## config.mk

```make
export PLATFORM = sky130hd
export DESIGN_NAME = fir_mode_sequencer
export DESIGN_NICKNAME = d
export VERILOG_FILES = /design/src/rtl/fir_mode_sequencer.sv
export SDC_FILE = /design/constraint.sdc
export NUM_CORES = 1
export LEC_CHECK = 0
export BUFFER_PORTS_ARGS = -buffer_cell sky130_fd_sc_hd__buf_2
export CORE_UTILIZATION = 40
export CTS_CLUSTER_SIZE = 8
export DETAILED_ROUTE_END_ITERATION = 10
export PLACE_DENSITY = 0.66
export SYNTH_ARGS = -nofsm -noshare
export SYNTH_HDL_FRONTEND = slang
export SYNTH_SLANG_ARGS = --single-unit
```

## constraint.sdc

```tcl
create_clock -name clk -period 3.2 [get_ports clk]
set_input_delay 0.64 -clock clk [delete_from_list [all_inputs] [get_ports clk]]
set_output_delay 0.64 -clock clk [all_outputs]
set_load 0.1 [all_outputs]
```

## src/rtl/fir_mode_sequencer.sv

```systemverilog
// fir_mode_sequencer: quiesces, reloads and mode-switches one FIR filter on host commit requests
module fir_mode_sequencer #(
  parameter int DATA_WIDTH = 12,
  parameter int COEF_WIDTH = 16,
  parameter int NUM_TAPS = 16,
  parameter int DRAIN_CYCLES = 8,
  parameter int SETTLE_SAMPLES = 16
) (
  input  logic                        clk,
  input  logic                        reset,
  input  logic                        cfg_enable,
  input  logic                        cfg_we,
  input  logic [$clog2(NUM_TAPS)-1:0] cfg_addr,
  input  logic [COEF_WIDTH-1:0]       cfg_wdata,
  input  logic [1:0]                  cfg_mode,
  input  logic                        cfg_commit,
  output logic                        cfg_busy,
  output logic                        cfg_done,
  output logic                        cfg_err,
  input  logic [DATA_WIDTH-1:0]       s_data,
  input  logic                        s_valid,
  output logic                        fir_enable,
  output logic [DATA_WIDTH-1:0]       fir_data_in,
  output logic                        fir_data_valid,
  output logic [1:0]                  fir_mode,
  output logic                        fir_coef_load,
  output logic [$clog2(NUM_TAPS)-1:0] fir_coef_addr,
  output logic [COEF_WIDTH-1:0]       fir_coef_data,
  input  logic                        fir_out_valid,
  output logic                        out_valid,
  output logic [15:0]                 drop_count
);
  localparam int AW = $clog2(NUM_TAPS);
  localparam int M1 = DRAIN_CYCLES > NUM_TAPS ? DRAIN_CYCLES : NUM_TAPS;
  localparam int MAXC = M1 > SETTLE_SAMPLES ? M1 : SETTLE_SAMPLES;
  localparam int CW = $clog2(MAXC + 1);
  typedef enum logic [2:0] {IDLE, RUN, QUIESCE, LOAD, SWITCH, SETTLE} state_t;
  state_t state, state_next;
  logic [CW-1:0] cnt;
  logic [1:0] req_mode;
  logic [COEF_WIDTH-1:0] staging [NUM_TAPS];
  logic accept, dropping;
  always_comb begin
    state_next = state;
    case (state)
      IDLE:    state_next = (cfg_enable && cfg_commit) ? QUIESCE : IDLE;
      RUN:     state_next = !cfg_enable ? IDLE : cfg_commit ? QUIESCE : RUN;
      QUIESCE: state_next = (cnt == CW'(DRAIN_CYCLES - 1)) ? (req_mode == 2'b11 ? LOAD : SWITCH) : QUIESCE;
      LOAD:    state_next = (cnt == CW'(NUM_TAPS - 1)) ? SWITCH : LOAD;
      SWITCH:  state_next = SETTLE;
      SETTLE:  state_next = (fir_out_valid && cnt == CW'(SETTLE_SAMPLES - 1)) ? (cfg_enable ? RUN : IDLE) : SETTLE;
      default: state_next = IDLE;
    endcase
  end
  assign accept = (state == IDLE || state == RUN) && state_next == QUIESCE;
  assign dropping = state == QUIESCE || state == LOAD || state == SWITCH;
  assign cfg_busy = state != IDLE && state != RUN;
  assign fir_enable = state != IDLE;
  assign out_valid = fir_out_valid && state == RUN;
  assign fir_coef_load = state == LOAD;
  assign fir_coef_addr = fir_coef_load ? cnt[AW-1:0] : '0;
  assign fir_coef_data = fir_coef_load ? staging[fir_coef_addr] : '0;
  always_ff @(posedge clk) begin
    if (cfg_we && state != LOAD) staging[cfg_addr] <= cfg_wdata;
  end
  always_ff @(posedge clk) begin
    if (reset) begin
      state <= IDLE;
      cnt <= '0;
      req_mode <= '0;
      fir_mode <= '0;
      fir_data_in <= '0;
      fir_data_valid <= 1'b0;
      cfg_done <= 1'b0;
      cfg_err <= 1'b0;
      drop_count <= '0;
    end else begin
      state <= state_next;
      cnt <= (state_next != state) ? '0 :
             (state == QUIESCE || state == LOAD || (state == SETTLE && fir_out_valid)) ? cnt + 1'b1 : cnt;
      if (accept) req_mode <= cfg_mode;
      if (state_next == SWITCH) fir_mode <= req_mode;
      fir_data_in <= s_data;
      fir_data_valid <= s_valid && (state == RUN || state == SETTLE);
      cfg_done <= state == SETTLE && state_next != SETTLE;
      if (cfg_commit && cfg_busy) cfg_err <= 1'b1;
      if (s_valid && dropping && drop_count != 16'hFFFF) drop_count <= drop_count + 1'b1;
    end
  end
endmodule

```

-- After elaboration in Yosys (flattened, before gate mapping)
Memory sizes are Yosys's and may differ from the RTL's.
Cells that the tools add are included.
- equal/unequal tests: 15
- reduce and logical (&&, ||, !) cells: 20
- multiplexer cells: 13
- add/sub/neg operators: 2
- operator list (operator ; count):
    $pmux 3 s6 ; 1
    $add 16x1->16 const B ; 1
    $mux 16 ; 1
    $ne 16x16->1 const B ; 1
    $logic_and 1x1->1 ; 12
    $mux 3 ; 4
    $eq 3x2->1 const B ; 3
    $eq 3x3->1 const B ; 3
    $mux 2 ; 3
    $add 5x1->5 const B ; 1
    $eq 5x3->1 const B ; 1
    $eq 5x4->1 const B ; 1
    $logic_or 1x1->1 ; 5
    $mux 4 ; 1
    $eq 3x1->1 const B ; 1
    $logic_not 3->1 ; 1
    $mux 1 ; 3
    $ne 3x1->1 const B ; 1
    $ne 3x2->1 const B ; 1
    $ne 3x3->1 ; 1
    $ne 3x3->1 const B ; 1
    $reduce_bool 3->1 ; 1
    $eq 2x2->1 const B ; 1
    $reduce_or 2->1 ; 1
- output and inout port bits: 57
- flip-flop bits (word level): 43
- memories: 1
- bits in writable memories: 256
- input bits: 41
- memory list (name ; depth ; width ; read ports ; clocked after memory_dff ; write ports ; RTL line ; text):
    staging ; 16 ; 16 ; 1 ; 0 ; 1 ; 41 ; logic [COEF_WIDTH-1:0] staging [NUM_TAPS];

-- Depth between registers and ports, before layout
Gate-level depths: netlist of the first run.
- depth in word-level cells: 6
- depth in mapped cells: 9

-- Least setup slack after synthesis of the first run
No wires, ideal clock.
- path kind: input to output
- start: input fir_out_valid
- end: output out_valid
- arrival time: 3470 ps
- setup slack: -910 ps
- stages on the path: 1
- path buffers: 0
- cells stage by stage: nor4bb_1
- cells in the longest elaborated chain, start to end: 1
- ends and longest elaborated chain (what ; RTL line ; text):
    from (decl) ; 29 ; input logic fir_out_valid,
    $logic_and 1x1->1 ; 59 ; assign out_valid = fir_out_valid && state == RUN;
    to (decl) ; 30 ; output logic out_valid,
No other way between the ends.

-- Final worst setup path of the first run
- start: register state[2]
- end: output fir_coef_data[6]
- cells in the longest elaborated chain, start to end: 4
- ends and longest elaborated chain (what ; RTL line ; text):
    from (decl) ; 38 ; state_t state, state_next;
    from (signal assigned) ; 78 ; state <= state_next;
    $eq 3x2->1 (*) ; 60 ; assign fir_coef_load = state == LOAD;
    $mux 4 ; 61 ; assign fir_coef_addr = fir_coef_load ? cnt[AW-1:0] : '0;
    $mem_v2 16x16 ; - ;
    $mux 16 (*) ; 62 ; assign fir_coef_data = fir_coef_load ? staging[fir_coef_addr] : '0;
    to (decl) ; 28 ; output logic [COEF_WIDTH-1:0] fir_coef_data,
Mark *: on every way between the ends. The rest lies on a longest branch, timed or not.

==> results.md, run 1 <==
* Hold Crit Start: s_data[8]
* RR Endpoint: cnt[4]$_SDFFE_PP0P_
* Post-synth ARST share at 0%
* Clk slew on worst S/H paths at about 50 ps
* Worst Skew at around 14 ps
* Die Wd at between 150 and 200 µm
* First-pass GRT wire length at 44,900 µm
* Die height at around 180 µm
* I/O Buffers at 97
* Critical R2R Launch: cnt[0]$_SDFFE_PP0P_
* Final Max Tran Viols at 0
* HPWL after detailed placement at between 15,000 and 20,000 µm
* Worst Path Required at ~2600 ps
* Clock latency on the worst-skew pair at 530 ps
* GR Layer Usage met3 at under 10%
* Share of layout cells above drive strength 1 at a little over a quarter
* Nets at a little over 1,000
* Final hold viol count at 0
* Critical path's largest stage delay at around 330 ps
* Seq cells post-synth at between 200 and 300
* Initial antenna violation count at 0
* Worst Hold Path EP: fir_data_in[8]$_SDFF_PP0_
* Worst path cell trace: nand4b_1 -> buf_6 -> bufinv_8 -> buf_6 -> mux2i_2 -> o221ai_1 -> o2bb2ai_2 -> buf_12
* Root buffer cell: clkbuf_16
* Most frequent CP cell: buf_6
* GRT Overall Usage at between 10% and 20%
* Starting density of the core at 40.9%
* Hold slack at roughly 330 ps
* Min Tclk post-route at 3130 ps
* Total congestion overflow at 0
* R2R Setup Slk at between 500 and 600 ps
* Hold crit path type: in -> reg
* Syn Nets at slightly below 900
* Met1 Use GR at between 20% and 30%
* FMAX at between 300 and 400 MHz
* Ant. Diodes at 0
* Pwr dens at between 500 and 600 nW/µm²
* EDFF count, synth at approximately 260
* Post-Layout Cell Count at 1,397
* CTS sink count at 299
* Starting DRT DRC Count at ~800
* Inserted Clock Buffers at 43
* ANT nets after route at 0
* FF-to-FF path depth at 9
* Drt pass-1 iters at 4
* Worst Path Class, Setup: reg -> out
* Top FF cell, synth: edfxtp_1
* Vias per cell at 5.64
* Number of global-route vias before repair at approximately 7,700
* Synth-to-layout area growth at 25.5%
* Element type at the critical path start: register
* WL/cell at approximately 21 µm
* Max IR drop VDD at between 0.0004 and 0.0005 V
* Dpl ws at 330 ps
* Cell area after synthesis at between 10,000 and 15,000 µm²
* Post-synthesis cell type count at just under 60
* Post-route setup slack at 71.1 ps
* Largest net degree at the start of global routing at 42
* Mapped Avg Cell Area at roughly 14 µm²
* Row Count at 63
* Most used routing layer: met2
* Max-capacitance violation count at 0
* CP Max Fanout at 9
* Ys Warns at 0
* Relative slew margins at about 43%
* DR vias at between 7,000 and 8,000
* Remaining DRCs at 0
* Crit. End Element: primary output
* # setup viols final at 0
* M2 GR Usage at 29.9%
* GPL Wtd Cong at roughly 0.83
* CP max-delay cell: dfxtp_2
* Cell depth of the worst hold path at 2
* CTS tree: yes
* Final period util at 97.8%
* Crit path DAT at around 2500 ps
* Outcome: finished clean
* Longest Clk Path Bufs at 3
* Total Wirelength at roughly 29,000 µm
* Die area at approximately 31,000 µm²
* Gate Count Post-Synth at 849
* Leak pwr at 5.08 nW
* I/O pins at about 100
* Core area at around 30,000 µm²
* Worst-Margin Slew at 842 ps
* Sequential share of the synthesized area at between 70% and 80%
* H-tree depth at 2
* Placed Instances at ~1,300
worst max-delay path, delay by kind of cell (launching register included):
family / cells / cell delay (ps)
AO/OA/AOI/OAI: 2 / 420
buffers and inverters: 4 / 760
flip-flops: 1 / 330
multiplexers: 1 / 250
AND/OR/NAND/NOR: 1 / 180
kinds of logic after synthesis:
family	synth area share, %
adders and majority gates	0.309
DFF	70.4
and+or+nand+nor	7.13
muxes	4.72
buffers and inverters	2.52
AOI/OAI and AO/OA	13.6
xor gates and xnor gates	1.29
report_power, final:
group | internal, mW | total, mW | switching, mW
combinational | 0.0994 | 0.384 | 0.284
clock | 2.51 | 4.08 | 1.57
sequential | 4.29 | 4.31 | 0.0175
total | 6.90 | 8.77 | 1.87
cells in the mapped netlist, drive strengths merged (4+ instances only):
cell type / number / area (µm²)
edfxtp: 256 / 7690
a21oi: 74 / 370
nand2: 47 / 176
mux2i: 46 / 460
nor2: 45 / 169
dfxtp: 43 / 861
a211oi: 30 / 225
clkbuf: 30 / 113
buf: 25 / 138
a221o: 22 / 220
nand3: 19 / 95.1
a21o: 18 / 135
o21ai: 18 / 93.8
xnor2: 16 / 140
inv: 14 / 52.6
nor2b: 14 / 87.6
nor3: 14 / 70.1
a31oi: 11 / 68.8
o221ai: 11 / 96.3
a22o: 9 / 78.8
a311oi: 7 / 61.3
o211ai: 7 / 52.6
a211o: 6 / 52.6
a221oi: 6 / 52.6
o2111ai: 6 / 58.8
o2bb2ai: 6 / 52.6
mux4: 5 / 113
nand2b: 5 / 31.3
nor4: 4 / 25.0
final cells by class:
type | instances | area, µm²
Timing Repair Buffer | 152 | 1370
Clock inverter | 4 | 85.1
Fill cell | 2447 | 14500
Inverter | 15 | 85.1
Multi-Input combinational cell | 480 | 3520
Timing Repair inverter | 2 | 17.5
Tap cell | 390 | 488
Sequential cell | 299 | 8560
Clock buffer | 55 | 1120
repair_timing:
item / CTS / global route
setup endpoints to repair: 16 / 16
pin swaps: 0 / 8
hold buffers: 0 / 0
gates resized for setup: 17 / 35
cloned: 1 / 2
setup buffers: 8 / 2
through the flow:
stage	util (%)	setup TNS [ps]	cell area (µm²)	total power, mW
after floorplan	-	-1890	12200	4.61
after global placement	46.1	0	13700	4.75
after detailed placement	46.1	0	13700	4.76
after CTS	50.7	0	15100	8.83
after global routing	51.3	-2.24	15200	9.04
final	51.3	0	15200	8.77
flip-flops by register name (all words and copies together), names as in the netlist, 2 cells and up:
signal and cells:
state 3, fir_data_in 12, fir_mode 2, req_mode 2
cnt 5, staging 256, drop_count 16
per-layer routing:
| layer | up-vias | part of all wire, % |
|---|---|---|
| li1 | 3622 | - |
| met2 | 278 | 46 |
| met4 | 0 | 2.5 |
| met1 | 3927 | 44 |
| met3 | 55 | 7.3 |
| met5 | - | 0 |
worst max-delay path by stage:
stage / end / startpoint / slack [ps]
2_1_floorplan: fir_coef_data[10] / state[0]$_SDFF_PP0_ / -380
3_3_place_gp: fir_coef_data[8] / state[1]$_SDFF_PP0_ / 310
3_5_place_dp: fir_coef_data[8] / state[1]$_SDFF_PP0_ / 330
4_1_cts: fir_coef_data[8] / state[1]$_SDFF_PP0_ / 0.5
5_1_grt: fir_coef_data[3] / state[0]$_SDFF_PP0_ / -2
6_report: fir_coef_data[6] / state[2]$_SDFF_PP0_ / 70
cell usage in the layout, fill, tap and decap left out, drive strengths merged, types with 4 or more instances in the layout:
| cell | instances |
|---|---|
| a31oi | 11 |
| edfxtp | 256 |
| nand2 | 47 |
| dfxtp | 43 |
| nor3 | 14 |
| xnor2 | 16 |
| a22o | 9 |
| buf | 151 |
| inv | 14 |
| o221ai | 11 |
| a221o | 22 |
| a211o | 6 |
| nand3 | 19 |
| a311oi | 7 |
| a221oi | 6 |
| mux4 | 5 |
| o2111ai | 6 |
| o2bb2ai | 6 |
| clkbuf | 56 |
| mux2i | 46 |
| a21o | 18 |
| nand2b | 5 |
| a211oi | 30 |
| nor2b | 14 |
| nor4 | 4 |
| o211ai | 7 |
| nor2 | 45 |
| o21ai | 18 |
| a21oi | 74 |
No activity file was read; power rests on OpenSTA's default activity.
==> run 2: changes to the inputs <==
CELL_PAD_IN_SITES_DETAIL_PLACEMENT = 1   (was unset)
CELL_PAD_IN_SITES_GLOBAL_PLACEMENT = 1   (was unset)
PLACE_DENSITY = 0.75   (was 0.66)
TNS_END_PERCENT = 5   (was unset)
clock period = 3.1 ns   (was 3.2 ns; I/O delays follow)
==> results.md, run 2 (same netlist as run 1, synthesis figures left out) <==
* Starting DRT DRC Count at 751 (-4.6%)
* Share of layout cells above drive strength 1 at 26.4% (+0.42 points)
* Cell internal pwr at 7.06 mW (+2.3%)
* Comb pwr share at 4.8% (+0.4 points)
* # hold bufs at CTS at 0 (unchanged)
* Max-capacitance violation count at 0 (unchanged)
* Met1 Use GR at 29.5% (+3.7 points)
* Nets at 1,036 (-0.096%)
* CTS tree: yes
* Die height at 176 µm (unchanged)
* Failing checks: setup timing
* Total Wirelength at 35,700 µm (+21%)
* ANT nets after route at 0 (unchanged)
* Clock power share at 46.3% (-0.2 points)
* CTS sink count at 299 (unchanged)
* Setup_tns at -43.5 ps (-43.5 ps)
* Starting density of the core at 40.9% (unchanged)
* Ant. Diodes at 0 (unchanged)
* Hold Crit Start: s_data[4]
* Largest register FFs at 256 (unchanged)
* Critical R2R Launch: cnt[0]$_SDFFE_PP0P_
* Longest Clk Path Bufs at 3 (unchanged)
* GPL Wtd Cong at 0.782 (-5.9%)
* Crit path DAT at 2500 ps (about the same)
* Placed Instances at 1,324 (-0.075%)
* Inserted Clock Buffers at 43 (unchanged)
* Die Wd at 176 µm (unchanged)
* I/O pins at 98 (unchanged)
* Pwr dens at 595 nW/µm² (+3.4%)
* Relative slew margins at 37.3% (-6.1 points)
* Hold crit path type: in -> reg
* Most used routing layer: met2
* Root buffer cell: clkbuf_16
* Remaining DRCs at 0 (unchanged)
* HPWL after detailed placement at 20,300 µm (+17%)
* Final hold viol count at 0 (unchanged)
* Worst Skew at 10.9 ps (-3.37 ps)
* WL/cell at 25.5 µm (+21%)
* Element type at the critical path start: register
* CP Max Fanout at 8 (-1)
* Cell depth of the worst hold path at 2 (unchanged)
* Clock latency on the worst-skew pair at 540 ps (about the same)
* Worst Hold Path EP: fir_data_in[4]$_SDFF_PP0_
* M2 GR Usage at 38.3% (+8.4 points)
* Synth-to-layout area growth at 25.9%
* FF-to-FF path depth at 10 (+1)
* I/O Buffers at 97 (unchanged)
* Worst Path Required at 2480 ps (-80 ps)
* H-tree depth at 2 (unchanged)
* Net Sw Frac at 22.4% (+1.0 points)
* DR vias at 8,328 (+5.7%)
* Final period util at 101%
* Largest Register: staging
* Largest net degree at the start of global routing at 51 (+21%)
* Clk slew on worst S/H paths at 50 ps (about the same)
* Outcome: finished with violations
* Largest regs: staging: 256 flops, drop_count: 16 flops, fir_data_in: 12 flops
* GRT Overall Usage at 23.0% (+4.0 points)
* Vias per cell at 5.97 (+5.7%)
* Final Max Tran Viols at 0 (unchanged)
* Die area at 31,100 µm² (unchanged)
* Number of global-route vias before repair at 8,737 (+13%)
* Post-route setup slack at -22.0 ps (-93.1 ps)
* Register share of total power at 48.9% (-0.3 points)
* RSZ-0062 raised after global routing: yes
* Min Tclk post-route at ~3100 ps
* Total congestion overflow at 0 (unchanged)
* Row Count at 63 (unchanged)
* First-pass GRT wire length at 53,000 µm (+18%)
* Drt pass-1 iters at 5 (+1)
* FMAX at about 320 MHz
* # setup viols final at 3 (+3)
* Most frequent cells in the layout: edfxtp_1, buf_2, a21oi_1, nand2_1
* Psw at 2.03 mW (+8.7%)
* R2R Setup Slk at 300 ps (-240 ps)
* Crit. End Element: primary output
* Power, Total at 9.09 mW (+3.7%)
* Core area at 29,700 µm² (unchanged)
* GR Layer Usage met3 at 4.67% (+0.67 points)
* Worst Path Class, Setup: reg -> out
* Leak pwr at 5.07 nW (-0.36%)
* Max IR drop VDD at 0.000531 V (+19%)
* Initial antenna violation count at 0 (unchanged)
* Commonest non-fill, non-tap cell in the layout: edfxtp_1
* RR Endpoint: cnt[4]$_SDFFE_PP0P_
* Post-Layout Cell Count at 1,396 (-0.072%)
* Worst-Margin Slew at 933 ps (+91.0 ps)
==> run 2: changes by cell type in the layout (fill, tap and decap cells not counted), moves of 3 or more <==
cell and delta:
a211oi_1 -3, a21oi_2 +10, a22o_2 -6, nand3_1 -4, a22o_1 +6, nand3_2 +4
buf_6 -3, a211oi_2 +3, a21oi_1 -5, mux2i_2 -3, a21oi_4 -5
==> run 2: per-stage QoR <==
stage	worst slack [ps]	util, %	instance area [µm²]	hold WS, ps
3_3_place_gp	348	45.7	13600	452
5_1_grt	-91.7	51.4	15300	285
4_1_cts	-37.2	50.5	15000	277
6_report	-22.0	51.4	15300	297
2_1_floorplan	-846	-	12100	482
3_5_place_dp	322	45.7	13600	461
==> run 2: how the worst max path moves through the flow <==
stage	slack, ps	cells after the start	from	endpoint
after floorplan	-850	7	state[2]$_SDFF_PP0_	fir_coef_data[0]
after global placement	350	7	cnt[0]$_SDFFE_PP0P_	fir_coef_data[2]
after detailed placement	320	7	cnt[1]$_SDFFE_PP0P_	fir_coef_data[6]
after CTS	-40	8	cnt[0]$_SDFFE_PP0P_	fir_coef_data[4]
after global routing	-90	8	state[2]$_SDFF_PP0_	fir_coef_data[4]
final	-20	9	state[2]$_SDFF_PP0_	fir_coef_data[14]
==> run 2: cell type report <==
| type | instances | area, µm² |
|---|---|---|
| Fill cell | 2896 | 14400 |
| Sequential cell | 299 | 8560 |
| Multi-Input combinational cell | 480 | 3550 |
| Timing Repair Buffer | 153 | 1450 |
| Clock buffer | 54 | 1120 |
| Tap cell | 390 | 488 |
| Inverter | 15 | 66.3 |
| Clock inverter | 5 | 57.6 |
==> run 2: what timing repair did <==
| action | CTS | global route |
|---|---|---|
| pin swaps | 5 | 24 |
| setup endpoints to repair | 16 | 16 |
| resized for setup | 33 | 35 |
| setup buffers | 2 | 7 |
| cloned | 3 | 2 |
==> run 2: power groups by stage <==
stage / clock [mW] / combinational, mW / sequential (mW)
2_1_floorplan: 0 / 0.159 / 4.59
4_1_cts: 4.27 / 0.411 / 4.45
6_report: 4.21 / 0.432 / 4.45
3_5_place_dp: 0 / 0.392 / 4.52
5_1_grt: 4.44 / 0.456 / 4.45
3_3_place_gp: 0 / 0.379 / 4.52
==> run 2: critical path, cell delays in order (launching register included) <==
cell and delay, ps:
dfxtp_2 340, nand4b_1 200, clkinv_4 160, buf_12 180, buf_16 140, a221o_1 330
nand3_2 80, o221ai_2 90, a22o_1 260, buf_12 180
==> run 2: metal layers <==
| metal | vias up | share of wire, % |
|---|---|---|
| met4 | 0 | 2.9 |
| met1 | 4220 | 41 |
| met3 | 84 | 7.4 |
| li1 | 3620 | - |
| met5 | - | 0 |
| met2 | 404 | 49 |
